--- config.mk ---
export PLATFORM = sky130hd
export DESIGN_NAME = horizontal_fir
export DESIGN_NICKNAME = d
export VERILOG_FILES = /design/src/rtl/horizontal_fir.sv
export SDC_FILE = /design/constraint.sdc
export NUM_CORES = 1
export LEC_CHECK = 0
export CAP_MARGIN = 15
export CELL_PAD_IN_SITES_DETAIL_PLACEMENT = 0
export CELL_PAD_IN_SITES_GLOBAL_PLACEMENT = 1
export CORE_ASPECT_RATIO = 2
export CORE_MARGIN = 3
export CORE_UTILIZATION = 50
export CTS_BUF_LIST = sky130_fd_sc_hd__clkbuf_16
export CTS_CLUSTER_DIAMETER = 200
export DETAILED_ROUTE_END_ITERATION = 8
export PLACE_DENSITY = 0.82
export REMOVE_ABC_BUFFERS = 1
export SLEW_MARGIN = 15
export SYNTH_ARGS = -nofsm -noshare
export SYNTH_HDL_FRONTEND = slang
export SYNTH_SLANG_ARGS = --single-unit
--- constraint.sdc ---
create_clock -name clk -period 7.6 [get_ports clk]
set_clock_uncertainty 0.05 [all_clocks]
set_input_delay 0.76 -clock clk [delete_from_list [all_inputs] [get_ports clk]]
set_output_delay 0.76 -clock clk [all_outputs]
set_load 0.005 [all_outputs]
--- src/rtl/horizontal_fir.sv ---
// Horizontal 5-tap symmetric FIR over a raster image stream.
// Row-edge clamping, pre-adder symmetric kernel, round + saturate.
module horizontal_fir #(
  parameter int         IMAGE_WIDTH  = 110,
  parameter int         IMAGE_HEIGHT = 103,
  parameter logic [7:0] COEF0        = 8'd1,
  parameter logic [7:0] COEF1        = 8'd4,
  parameter logic [7:0] COEF2        = 8'd6,
  parameter int         SHIFT        = 4
) (
  input  logic       clk,
  input  logic       reset,
  input  logic [7:0] pixel_in,
  input  logic       valid_in,
  output logic [7:0] pixel_out,
  output logic       valid_out,
  output logic       row_end,
  output logic       frame_done,
  output logic       busy
);

  localparam int            CW       = 10;
  localparam logic [CW-1:0] LAST_COL = CW'(IMAGE_WIDTH - 1);
  localparam logic [CW-1:0] LAST_ROW = CW'(IMAGE_HEIGHT - 1);
  localparam logic [20:0]   ROUND    = (SHIFT > 0) ? 21'(1 << (SHIFT - 1)) : '0;

  typedef enum logic [1:0] {IDLE, RUN, FLUSH} state_t;

  state_t        state, state_next;
  logic          flush_cnt, flush_next;
  logic          accept, advance, emit, last_in;
  logic [CW-1:0] in_col, in_row, out_col, out_row;

  logic [7:0]    taps [5];
  logic [7:0]    win  [5];

  logic          v0, re0, fd0;
  logic [CW-1:0] n0;
  logic          v1, re1, fd1;
  logic [8:0]    pre_outer, pre_inner;
  logic [7:0]    pre_centre;
  logic          v2, re2, fd2;
  logic [19:0]   mac;
  logic [20:0]   rounded, shifted;
  logic [7:0]    sat;

  // Position in the tap register of window element (centre n, offset d).
  // The newest tap always holds raster index n+2, so the clamped column j
  // sits at tap n+2-j, both inside a row and across the row boundary.
  function automatic logic [2:0] tap_pos(input logic [CW-1:0] n, input int d);
    int j;
    j = int'(n) + d;
    if (j < 0) j = 0;
    else if (j > IMAGE_WIDTH - 1) j = IMAGE_WIDTH - 1;
    return 3'(int'(n) + 2 - j);
  endfunction

  // Acceptance, tap advance and output-emission qualifiers.
  always_comb begin
    accept  = valid_in && (state != FLUSH);
    advance = accept || (state == FLUSH);
    last_in = (in_col == LAST_COL) && (in_row == LAST_ROW);
    emit    = (state == FLUSH) ||
              (accept && !((in_row == '0) && (in_col < CW'(2))));
  end

  // Next-state logic: FLUSH injects exactly two pseudo-samples.
  always_comb begin
    state_next = state;
    flush_next = 1'b0;
    case (state)
      IDLE:  if (accept) state_next = last_in ? FLUSH : RUN;
      RUN:   if (accept && last_in) state_next = FLUSH;
      FLUSH: begin
        flush_next = !flush_cnt;
        if (flush_cnt) state_next = IDLE;
      end
      default: state_next = IDLE;
    endcase
  end

  // State register.
  always_ff @(posedge clk or posedge reset) begin
    if (reset) begin
      state     <= IDLE;
      flush_cnt <= 1'b0;
    end else begin
      state     <= state_next;
      flush_cnt <= flush_next;
    end
  end

  // Input column/row counters, advanced by accepted samples only.
  always_ff @(posedge clk or posedge reset) begin
    if (reset) begin
      in_col <= '0;
      in_row <= '0;
    end else if (accept) begin
      if (in_col == LAST_COL) begin
        in_col <= '0;
        in_row <= (in_row == LAST_ROW) ? '0 : in_row + 1'b1;
      end else begin
        in_col <= in_col + 1'b1;
      end
    end
  end

  // Tap shift register; flush pseudo-samples repeat the newest tap and are
  // never selected because the window clamps to the last column.
  always_ff @(posedge clk or posedge reset) begin
    if (reset) begin
      for (int unsigned i = 0; i < 5; i++) taps[i] <= '0;
    end else if (advance) begin
      taps[0] <= accept ? pixel_in : taps[0];
      for (int unsigned i = 1; i < 5; i++) taps[i] <= taps[i-1];
    end
  end

  // Output column/row counters and stage-0 tags for the emitted centre.
  always_ff @(posedge clk or posedge reset) begin
    if (reset) begin
      out_col <= '0;
      out_row <= '0;
      v0      <= 1'b0;
      re0     <= 1'b0;
      fd0     <= 1'b0;
      n0      <= '0;
    end else begin
      v0 <= advance && emit;
      if (advance && emit) begin
        n0  <= out_col;
        re0 <= (out_col == LAST_COL);
        fd0 <= (out_col == LAST_COL) && (out_row == LAST_ROW);
        if (out_col == LAST_COL) begin
          out_col <= '0;
          out_row <= (out_row == LAST_ROW) ? '0 : out_row + 1'b1;
        end else begin
          out_col <= out_col + 1'b1;
        end
      end
    end
  end

  // Clamped window selection from the tap register.
  always_comb begin
    for (int unsigned k = 0; k < 5; k++) win[k] = taps[tap_pos(n0, int'(k) - 2)];
  end

  // Pre-add stage: symmetric pairs summed ahead of the multipliers.
  always_ff @(posedge clk or posedge reset) begin
    if (reset) begin
      v1         <= 1'b0;
      re1        <= 1'b0;
      fd1        <= 1'b0;
      pre_outer  <= '0;
      pre_inner  <= '0;
      pre_centre <= '0;
    end else begin
      v1         <= v0;
      re1        <= re0;
      fd1        <= fd0;
      pre_outer  <= {1'b0, win[0]} + {1'b0, win[4]};
      pre_inner  <= {1'b0, win[1]} + {1'b0, win[3]};
      pre_centre <= win[2];
    end
  end

  // Multiply-accumulate stage: three multipliers.
  always_ff @(posedge clk or posedge reset) begin
    if (reset) begin
      v2  <= 1'b0;
      re2 <= 1'b0;
      fd2 <= 1'b0;
      mac <= '0;
    end else begin
      v2  <= v1;
      re2 <= re1;
      fd2 <= fd1;
      mac <= 20'(COEF0) * 20'(pre_outer) + 20'(COEF1) * 20'(pre_inner) +
             20'(COEF2) * 20'(pre_centre);
    end
  end

  // Rounding, normalisation and saturation.
  always_comb begin
    rounded = {1'b0, mac} + ROUND;
    shifted = rounded >> SHIFT;
    sat     = (shifted > 21'd255) ? 8'hFF : shifted[7:0];
  end

  // Output register stage.
  always_ff @(posedge clk or posedge reset) begin
    if (reset) begin
      pixel_out  <= '0;
      valid_out  <= 1'b0;
      row_end    <= 1'b0;
      frame_done <= 1'b0;
    end else begin
      valid_out  <= v2;
      row_end    <= v2 && re2;
      frame_done <= v2 && fd2;
      if (v2) pixel_out <= sat;
    end
  end

  // Busy from the first accepted sample until the cycle after frame_done,
  // unless a following frame has already started.
  always_ff @(posedge clk or posedge reset) begin
    if (reset) begin
      busy <= 1'b0;
    end else if (accept && (state == IDLE)) begin
      busy <= 1'b1;
    end else if (frame_done && (state == IDLE)) begin
      busy <= 1'b0;
    end
  end

endmodule

After elaboration in Yosys (flattened, before gate mapping)

Cells that the tools add are included.
Widths: inputs -> output; s select.

Bits in registers: 153
Bits of input ports: 11
Output and inout port bits: 12
Word-level logic and storage cells: 141

Add/subtract/negate cells: 18
$mul: 1
Order comparisons: 17
Equal/unequal tests: 10
Muxes and demuxes: 38
Bitwise operators: 5
Reductions and logical operators: 22

Operators with widths:

| kind                  | number |
|---|---|
| $bmux 8 s3            | 5 |
| $mux 8                | 11 |
| $add 10x1->10 const B | 4 |
| $eq 10x7->1 const B   | 4 |
| $mux 10               | 4 |
| $mux 3                | 10 |
| $gt 12x8->1 const B   | 2 |
| $lt 12x1->1 const B   | 2 |
| $gt 11x7->1 const B   | 2 |
| $lt 11x1->1 const B   | 2 |
| $ge 4x4->1 const B    | 5 |
| $not 3->4             | 5 |
| $add 8x8->9           | 2 |
| $sub 3x3->3           | 5 |
| $add 13x4->14 const B | 1 |
| $add 12x11->13        | 1 |
| $add 11x1->12 const B | 1 |
| $add 11x2->12 const B | 1 |
| $add 9x11->12         | 1 |
| $add 10x1->11 const B | 1 |
| $add 10x2->11 const B | 1 |
| $logic_and 1x1->1     | 11 |
| $gt 10x7->1 const B   | 1 |
| $gt 10x8->1 const B   | 1 |
| other kinds (16)      | 28 |

Logic depth before layout (Yosys ltp)

Gate-level depths: netlist of the first run.

Depth after elaboration: 10
Mapped depth: 29
Gate-level depth less buffers: 26

Worst setup path before layout of the first run

Ideal clock, no wire load.

Kind: reg-to-reg
From: register n0[1]
To: register pre_outer[8]
Setup time: 0.124 ns
Data arrival time: 5.274 ns
Data required time: 7.426 ns
Setup slack: 2.152 ns
Cell stages (with the launch flop): 25
Path buffers: 3
Clock period less this slack: 5.448 ns
Path through: dfrtp_1 -> buf_2 -> inv_1 -> ha_1 -> or3b_2 -> nor2_1 -> a21oi_1 -> o211ai_1 -> o21ai_0 -> and2_1 -> and3_1 -> fa_1 -> clkbuf_1 -> clkbuf_1 -> mux4_2 -> nand2_1 -> o21ai_0 -> ha_1 -> nor2b_1 -> o21ai_0 -> nand2b_1 -> a21o_1 -> a21o_1 -> a21oi_1 -> o21bai_1

Cells in the longest elaborated chain, start to end: 10
Elaborated cells between the ends (all ways): 21
Those cells by class: 5 x add/sub; 4 x order compare; 10 x mux; 2 x bitwise

RTL lines:

| item                                                  | line   | text |
|---|---|---|
| start: declaration                                    | 38     | `logic [CW-1:0] n0;` |
| start signal: assignment                              | 131    | `n0 <= out_col;` |
| $add 11x2->12 / $add 10x2->11 (equally long branches) | 52, 55 |  |
| $gt 12x8->1 / $gt 11x7->1 (equally long branches)     | 54     | `else if (j > IMAGE_WIDTH - 1) j = IMAGE_WIDTH - 1;` |
| $mux 3                                                | 54     |  |
| $mux 3                                                | 53     | `if (j < 0) j = 0;` |
| $sub 3x3->3                                           | 55     | `return 3'(int'(n) + 2 - j);` |
| $not 3->4 (not written as such)                       | 146    | `for (int unsigned k = 0; k < 5; k++) win[k] = taps[tap_pos(n0, int'(k) - 2)];` |
| $bmux 8 s3                                            | 146    |  |
| $mux 8 (not written as such) (2 in a row)             | 146    |  |
| $add 8x8->9 (*)                                       | 162    | `pre_outer <= {1'b0, win[0]} + {1'b0, win[4]};` |
| end signal: assignment                                | 162    |  |
| end: declaration                                      | 40     | `logic [8:0] pre_outer, pre_inner;` |

Every way passes the cells marked *; elsewhere a longest branch is shown, timed or not. The select of a mux whose other input is x is not followed.
A chain may end at the register's enable or synchronous reset.

Worst setup path in the final report of the first run

From: register n0[2]
To: register pre_outer[8]

The elaborated chain is that of the path after synthesis.

==> results of run 1 <==
==> synthesized netlist by cell type (3+ instances only) <==
master    number  area, um^2
mux2_2        51       574.3
o211ai_1       3       22.52
o22ai_1       17       106.4
nand2_1       88       330.3
a21oi_1       61       305.3
a211o_1        9       78.83
nor4b_1        3       26.28
a21boi_0       3       22.52
o21ai_0       60       300.3
o21ai_1        8       40.04
nor2_1        89       334.1
nor4_1         5       31.28
mux4_2         8       180.2
or2_2          3       18.77
xor2_1        33       289.0
a31oi_1        7       43.79
and2_1        15       93.84
ha_1          58       725.7
nand4_1       14       87.58
nand2b_1      11       68.82
clkbuf_1      36       135.1
and3_1        20       125.1
o31ai_1        7       52.55
nor3b_1        4       30.03
dfrtp_1      149        3729
and4_1         3       26.28
nand3b_1       4       30.03
nand3_1       51       255.2
a32oi_1        9       78.83
nor2b_1       17       106.4
mux2i_1       42       420.4
nor3_1        14       70.07
o21bai_1       3       22.52
xnor2_1       35       306.5
and4b_1        3       30.03
inv_1         63       236.5
buf_2         10       50.05
a21o_1         8       60.06
fa_1          13       260.3
==> cell families (layout without fill, tap and decap cells) <==
logic type | after synthesis | after routing | share of synthesized area
AO/OA/AOI/OAI | 219 | 219 | 0.1370
XOR/XNOR | 69 | 69 | 0.06180
adder cells (fa/ha/maj) | 71 | 71 | 0.09779
buffers and inverters | 113 | 134 | 0.04368
flip-flops | 149 | 149 | 0.3698
multiplexers | 101 | 101 | 0.1165
AND/OR/NAND/NOR | 354 | 354 | 0.1734
==> stage by stage <==
| step | util | setup WS (ns) | std cells |
|---|---|---|---|
| detailed placement | 0.5414 | 1.366 | 1326 |
| global placement | 0.5414 | 1.475 | 1326 |
| CTS | 0.5701 | 1.342 | 1356 |
| global route | 0.5704 | 0.7769 | 1356 |
| finish | 0.5704 | 1.267 | 1356 |
| floorplan | - | 1.478 | 1027 |
==> layout make-up <==
class	instances	area, um^2
Inverter	64	245.2
Fill cell	1800	8398
Multi-Input combinational cell	814	5937
Timing Repair Buffer	40	355.3
Tap cell	259	324.1
Clock buffer	17	425.4
Sequential cell	149	3729
Clock inverter	13	135.1
==> sequential cells by signal (all words and copies together), names as in the netlist, 2 cells and up <==
signal	count
in_col	10
in_row	10
mac	10
n0	10
out_col	10
out_row	10
pixel_out	8
pre_centre	8
pre_inner	9
pre_outer	8
state	2
taps	40
==> metal layers <==
layer  GRT usage  vias up
li1            -     3823
met1      0.2528     3944
met2      0.4689      229
met3     0.04513       85
met4      0.1806        0
met5           0        -
==> path summary, 6_finish.rpt <==
check,end,cells after the start
worst max-delay path,pre_outer[8]$_DFF_PP0_,25
worst min-delay path,v2$_DFF_PP0_,0
worst max register to register,pre_outer[8]$_DFF_PP0_,25
worst min register to register,v2$_DFF_PP0_,0
max in group asynchronous,taps[33]$_DFFE_PP0P_,3
min in group asynchronous,taps[38]$_DFFE_PP0P_,2
==> critical path: cells and delay by family, from the launching register on <==
family / cells / cell delay (ns)
AND/OR/NAND/NOR: 9 / 1.42
adder cells (fa/ha/maj): 3 / 1.82
flip-flops: 1 / 0.74
buffers and inverters: 1 / 0.22
AO/OA/AOI/OAI: 10 / 1.45
multiplexers: 2 / 0.50
==> flow_summary.json, run 1 <==
{
  "cts_root_buf": "clkbuf_16",
  "grt_pass1_wl_um": 42700,
  "outcome": "completed",
  "coreArea_mm2": 0.01955,
  "fin_crit_sh": 0.8333,
  "antenna_found_initial": 0,
  "cts.sinks": 149,
  "cts_htree_levels": 4,
  "reg2reg_from": "n0[2]$_DFFE_PP0P_",
  "cts.clk_slew.worst_paths_ns": 0.06,
  "final_cell_mix": "149 x dfrtp_1, 89 x nor2_1, 88 x nand2_1",
  "grt_overflow_total": 0,
  "worstPathRequired_ns": 7.87,
  "slowest_stage": "fa_1",
  "totalWireLength_um": 26520,
  "wl_met1_um": 9255,
  "num_vias": 8081,
  "area_delta_synth_final_pct": 10.60,
  "placed_area_mm2": 0.01058,
  "ctsHoldBuffers": 0,
  "nets": 1168,
  "slew_violations": 0,
  "hold_violations": 0,
  "route.met3.wl_um": 992,
  "route.met2.wl_um": 14310,
  "grt_pass1_vias": 8071,
  "ios": 23,
  "topRoutingLayerUsed": "met4",
  "final_layout_size_suffix_gt1_frac": 0.1121,
  "drc": 0,
  "syn_area_mm2": 0.01008,
  "period_needed_ns": 6.333,
  "yosysSeqAreaShare": 0.3698,
  "hp-class": "reg -> reg",
  "clk_path_buf_depth": 2,
  "track_usage": 0.2540,
  "tns_ns": 0,
  "relSlewSlack": 0.3206,
  "yosys_warnings": 0,
  "dieArea_mm2": 0.02201,
  "rows": 72,
  "ctsResizeCount": 0,
  "crit_path_end_kind": "flop",
  "detail-route-antenna-nets": 0,
  "initial_utilization": 0.5157,
  "critPathKind": "reg -> reg",
  "final_common_cell": "dfrtp_1",
  "arrival_ns": 6.60,
  "max_stage_delay_ns": 1.06,
  "crit_fanout": 20,
  "port_buffers": 22,
  "post-dp-hpwl_um": 19680,
  "regToRegSetupSlack_ns": 1.27,
  "ys_async_sr_fraction": 1.000,
  "holdWs_ns": 0.2998,
  "die_y_um": 206.8,
  "drt_iter0_markers": 445,
  "die_w_um": 106.4,
  "cts_made_buffers": 17,
  "avgSynthCellArea_um2": 9.370,
  "via_per_inst": 5.959,
  "avgRoutedWirePerCell_um": 19.55,
  "critical_path.startpoint": "n0[2]$_DFFE_PP0P_",
  "antenna_cells": 0,
  "rsz0062_at_grt": "no",
  "post_cts_buffers": 0,
  "startpoint_type": "flop",
  "worstHoldStart": "v1$_DFF_PP0_",
  "setup_viol_count_final": 0,
  "clock_latency_ns": 0.44,
  "fin_area_mm2": 0.01115,
  "grt_start_max_net_pins": 86,
  "max-cap-violations": 0,
  "yosys_most_used_dff": "dfrtp_1",
  "gp_congestion": 0.9756,
  "synth_cells": 1076,
  "synth_enable_flop_cells": 0,
  "max_slew.worst_pin.slew_ns": 1.016,
  "ys_types": 70,
  "drt_pass1_iterations": 6,
  "synth-seq-cells": 149,
  "cts_tree": "built",
  "fmax_mhz": 157.9
}
Power of run 1 is not shown: default switching activity piles up to over one toggle a cycle in this logic, so the estimate is an artifact.
==> run 2: changes to the inputs <==
--- a/config.mk
+++ b/config.mk
@@ -10,11 +10,11 @@
 export CELL_PAD_IN_SITES_GLOBAL_PLACEMENT = 1
 export CORE_ASPECT_RATIO = 2
 export CORE_MARGIN = 3
-export CORE_UTILIZATION = 50
+export CORE_UTILIZATION = 45
 export CTS_BUF_LIST = sky130_fd_sc_hd__clkbuf_16
 export CTS_CLUSTER_DIAMETER = 200
 export DETAILED_ROUTE_END_ITERATION = 8
-export PLACE_DENSITY = 0.82
+export PLACE_DENSITY = 0.78
 export REMOVE_ABC_BUFFERS = 1
 export SLEW_MARGIN = 15
 export SYNTH_ARGS = -nofsm -noshare
==> constraint.sdc (replaced) <==
create_clock -name clk -period 5.2 [get_ports clk]
set_clock_uncertainty 0.05 [all_clocks]
set_input_delay 0.52 -clock clk [delete_from_list [all_inputs] [get_ports clk]]
set_output_delay 0.52 -clock clk [all_outputs]
set_load 0.005 [all_outputs]
==> flow_summary.json, run 2 (same netlist as run 1, synthesis figures left out) <==
{
  "final_cell_mix": "149 x dfrtp_1, 88 x nand2_1, 87 x nor2_1",
  "grt_pass1_vias": 8512,
  "startpoint_type": "flop",
  "slowest_stage": "fa_2",
  "cts_htree_levels": 4,
  "die_y_um": 217.7,
  "slew_violations": 0,
  "fmax_mhz": 204.2,
  "max-cap-violations": 0,
  "holdWs_ns": 0.3001,
  "use_met1": 0.2077,
  "die_w_um": 111.8,
  "grt_start_max_net_pins": 73,
  "nets": 1201,
  "max_slew.worst_pin.slew_ns": 1.066,
  "top_register": "taps",
  "setup_ws_ns": 0.3025,
  "track_usage": 0.2296,
  "detail-route-antenna-nets": 0,
  "cts.clk_slew.worst_paths_ns": 0.06,
  "final_layout_size_suffix_gt1_frac": 0.1537,
  "post-dp-hpwl_um": 20780,
  "antenna_cells": 0,
  "drt_pass1_iterations": 5,
  "path_cells": "inv_2, ha_1, or3b_2, nor2_1, a21oi_1, o211ai_1, o21ai_0, and2_1, a21oi_2, ha_2, fa_2, buf_4, buf_4, mux4_2, nand2_1, o21ai_0, ha_1, or2_2, a21oi_1, a21oi_2, o311ai_2",
  "grt_use_met3": 0.03582,
  "rsz0062_at_grt": "yes",
  "rows": 76,
  "num_vias": 8226,
  "grt_overflow_total": 0,
  "fin_crit_sh": 0.9418,
  "worstPathRequired_ns": 5.50,
  "pre_cts_ws_ns": 0.09230,
  "cts_made_buffers": 17,
  "clock_latency_ns": 0.45,
  "dp.cells": 1370,
  "initial_utilization": 0.4630,
  "critPathKind": "reg -> reg",
  "area_delta_synth_final_pct": 14.15,
  "cts_tree": "built",
  "crit_path_end_kind": "flop",
  "drc": 0,
  "final_common_cell": "dfrtp_1",
  "crit_buf_inv": 3,
  "relSlewSlack": 0.2826,
  "hold_violations": 0,
  "ios": 23,
  "antenna_found_initial": 0,
  "coreArea_mm2": 0.02178,
  "totalWireLength_um": 27090,
  "outcome": "completed",
  "setup_viol_count_final": 0,
  "clk_path_buf_depth": 2,
  "crit_family": "adder cells",
  "cts.sinks": 149,
  "busiest_layer": "met2",
  "tns_ns": 0,
  "avgRoutedWirePerCell_um": 19.28,
  "dieArea_mm2": 0.02435,
  "grt_pass1_wl_um": 43550,
  "fin_cells": 1405,
  "crit_fanout": 11,
  "period_needed_ns": 4.898,
  "via_per_inst": 5.855,
  "arrival_ns": 5.19,
  "port_buffers": 22,
  "largest_reg_flops": 40,
  "use_met2": 0.4385,
  "drt_iter0_markers": 419,
  "max_stage_delay_ns": 0.50,
  "gp_congestion": 0.9412,
  "cts_root_buf": "clkbuf_16",
  "hp-class": "reg -> reg"
}
run 2: changes by cell type in the layout (fill, tap and decap cells not counted), sizes merged:
cell | before | now
inv | 69 | 66
buf | 18 | 51
clkinv | 4 | 9
run 2: layer usage:
layer	part of all wire	vias up	wire [um]
li1	-	3885	-
met5	0	-	0
met4	0.080	0	2168
met2	0.56	224	15140
met3	0.030	113	811
met1	0.33	4004	8962
run 2: cell type report:
type / count / area [um^2]
fill: 2013 / 10270
tap: 273 / 341.6
inverter: 64 / 245.2
clock inverter: 15 / 153.9
clock buffer: 17 / 425.4
sequential: 149 / 3729
multi-input combinational: 814 / 5998
timing repair buffer: 73 / 615.6
run 2: through the flow:
step,cell area (um^2),utilization
after global placement,10840,0.4978
after detailed placement,10840,0.4978
after floorplan,9882,-
after CTS,11420,0.5244
final,11510,0.5285
after global routing,11510,0.5285
run 2: final timing paths:
check | startpoint | to | slack [ns] | cells past startpoint
max | n0[1]$_DFFE_PP0P_ | pre_outer[7]$_DFF_PP0_ | 0.30 | 21
min | re1$_DFF_PP0_ | re2$_DFF_PP0_ | 0.30 | 0
max reg2reg | n0[1]$_DFFE_PP0P_ | pre_outer[7]$_DFF_PP0_ | 0.30 | 21
min reg2reg | re1$_DFF_PP0_ | re2$_DFF_PP0_ | 0.30 | 0
max in group asynchronous | reset | taps[7]$_DFFE_PP0P_ | 3.62 | 3
min in group asynchronous | reset | out_row[2]$_DFFE_PP0P_ | 0.50 | 2
run 2: worst reg2reg max path: stages, from the launching register on:
cell and delay [ns]:
dfrtp_1 0.38, inv_2 0.13, ha_1 0.26, or3b_2 0.46, nor2_1 0.10, a21oi_1 0.10, o211ai_1 0.16, o21ai_0 0.09
and2_1 0.18, a21oi_2 0.14, ha_2 0.19, fa_2 0.50, buf_4 0.22, buf_4 0.16, mux4_2 0.27, nand2_1 0.07
o21ai_0 0.15, ha_1 0.37, or2_2 0.28, a21oi_1 0.22, a21oi_2 0.07, o311ai_2 0.25
run 2: repair_timing:
action	4_1_cts	5_1_grt
hold buffers	0	0
resized for setup	0	21
setup endpoints to repair	0	9
setup buffers	0	3
Power of run 2 is left out for the same reason.
==> run 3: changes to the inputs <==
--- a/config.mk
+++ b/config.mk
@@ -9,7 +9,6 @@
 export CELL_PAD_IN_SITES_DETAIL_PLACEMENT = 0
 export CELL_PAD_IN_SITES_GLOBAL_PLACEMENT = 1
 export CORE_ASPECT_RATIO = 2
-export CORE_MARGIN = 3
 export CORE_UTILIZATION = 45
 export CTS_BUF_LIST = sky130_fd_sc_hd__clkbuf_16
 export CTS_CLUSTER_DIAMETER = 200
==> flow_summary.json, run 3 (same netlist as run 1, synthesis figures left out) <==
{
  "final_common_cell": "dfrtp_1",
  "startpoint_type": "flop",
  "cts_root_buf": "clkbuf_16",
  "clock_latency_ns": 0.45,
  "crit_family": "adder cells",
  "regToRegSetupSlack_ns": 0.28,
  "via_per_inst": 5.801,
  "cts_made_buffers": 17,
  "final_layout_size_suffix_gt1_frac": 0.1594,
  "rows": 77,
  "nets": 1198,
  "clk_path_buf_depth": 2,
  "max-cap-violations": 0,
  "avgRoutedWirePerCell_um": 19.35,
  "cts_htree_levels": 4,
  "track_usage": 0.2551,
  "fmax_mhz": 203.2,
  "die_y_um": 213.7,
  "hold_violations": 0,
  "largest_reg_flops": 40,
  "totalWireLength_um": 27190,
  "cts_tree": "built",
  "grt_overflow_total": 0,
  "cts.sinks": 149,
  "reg2regPathDepth": 21,
  "crit_buf_inv": 4,
  "slowest_stage": "fa_2",
  "antenna_found_initial": 0,
  "fin_crit_sh": 0.9463,
  "coreArea_mm2": 0.02206,
  "cts.clk_slew.worst_paths_ns": 0.07,
  "detail-route-antenna-nets": 0,
  "port_buffers": 22,
  "grt_start_max_net_pins": 87,
  "antenna_cells": 0,
  "worstHoldStart": "v0$_DFF_PP0_",
  "num_vias": 8151,
  "drt_pass1_iterations": 5,
  "ctsHoldBuffers": 0,
  "initial_utilization": 0.4570,
  "crit_path_end_kind": "flop",
  "critPathKind": "reg -> reg",
  "path_cells": "inv_2, ha_1, or3b_4, nor2_2, a21oi_2, o211ai_1, o21ai_1, and2_1, a21oi_2, ha_2, fa_2, buf_12, clkbuf_16, mux4_2, nand2_1, o21ai_0, buf_4, ha_1, and3_1, a2111oi_0, o311ai_2",
  "crit_fanout": 6,
  "hp-class": "reg -> reg",
  "die_w_um": 107.8,
  "drt_iter0_markers": 353,
  "relSlewSlack": 0.3111,
  "slew_violations": 0,
  "gp_congestion": 0.9432,
  "post-dp-hpwl_um": 20580,
  "max_stage_delay_ns": 0.53,
  "max_slew.worst_pin.slew_ns": 1.024,
  "setup_viol_count_final": 0,
  "arrival_ns": 5.17,
  "worstPathRequired_ns": 5.45,
  "ios": 23,
  "drc": 0,
  "holdWs_ns": 0.2988,
  "outcome": "completed",
  "period_needed_ns": 4.921,
  "rr_endpoint": "pre_outer[7]$_DFF_PP0_",
  "top_register": "taps",
  "area_delta_synth_final_pct": 14.84,
  "dieArea_mm2": 0.02304,
  "hold_depth": 0,
  "reg2reg_from": "n0[2]$_DFFE_PP0P_",
  "final_cell_mix": "149 x dfrtp_1, 87 x nand2_1, 85 x nor2_1",
  "hold-path-endpoint": "v1$_DFF_PP0_",
  "grt_pass1_wl_um": 44130,
  "grt_pass1_vias": 8577
}
[run 3: cell count changes in the layout (fill, tap and decap cells not counted), moves of 2 or more]
cell / change
nor2_1: -2
inv_6: +2
buf_4: -5
clkinv_1: -2
[run 3: worst max path at each step]
stage	from	to	slack, ns	cells past startpoint
after floorplan	n0[1]$_DFFE_PP0P_	pre_outer[8]$_DFF_PP0_	-0.92	21
after global placement	n0[0]$_DFFE_PP0P_	pre_inner[7]$_DFF_PP0_	0.17	20
after detailed placement	n0[2]$_DFFE_PP0P_	pre_inner[8]$_DFF_PP0_	0.13	25
after CTS	n0[2]$_DFFE_PP0P_	pre_inner[8]$_DFF_PP0_	0.09	25
after global routing	n0[1]$_DFFE_PP0P_	pre_outer[8]$_DFF_PP0_	-0.02	26
final	n0[2]$_DFFE_PP0P_	pre_outer[7]$_DFF_PP0_	0.28	21
[run 3: layout make-up]
cell class / instances / area [um^2]
Clock buffer: 17 / 425.4
Clock inverter: 15 / 168.9
Fill cell: 2103 / 10480
Inverter: 64 / 245.2
Multi-Input combinational cell: 814 / 6042
Sequential cell: 149 / 3729
Tap cell: 276 / 345.3
Timing Repair Buffer: 70 / 623.1
[run 3: per-stage QoR]
step	setup TNS (ns)	cells	util	setup slack (ns)	area [um^2]
finish	0	1405	0.5248	0.2792	11580
floorplan	-5.066	1027	-	-0.9217	9882
global route	-0.03459	1405	0.5248	-0.02373	11580
CTS	0	1398	0.5164	0.09376	11390
detailed placement	0	1366	0.4894	0.1304	10800
global placement	0	1366	0.4894	0.1702	10800
[run 3: metal layers]
metal	track usage	wire [um]	part of all wire	vias to the layer above
met4	0.2097	2361	0.087	0
met3	0.04438	760	0.028	116
met2	0.4856	15120	0.56	160
met1	0.2279	8945	0.33	3986
li1	-	-	-	3889
met5	0	0	0	-
[run 3: repair_timing]
item	CTS	global route
buffers inserted	0	6
resized for setup	0	30
setup endpoints to repair	0	11
Power of run 3 is left out for the same reason.
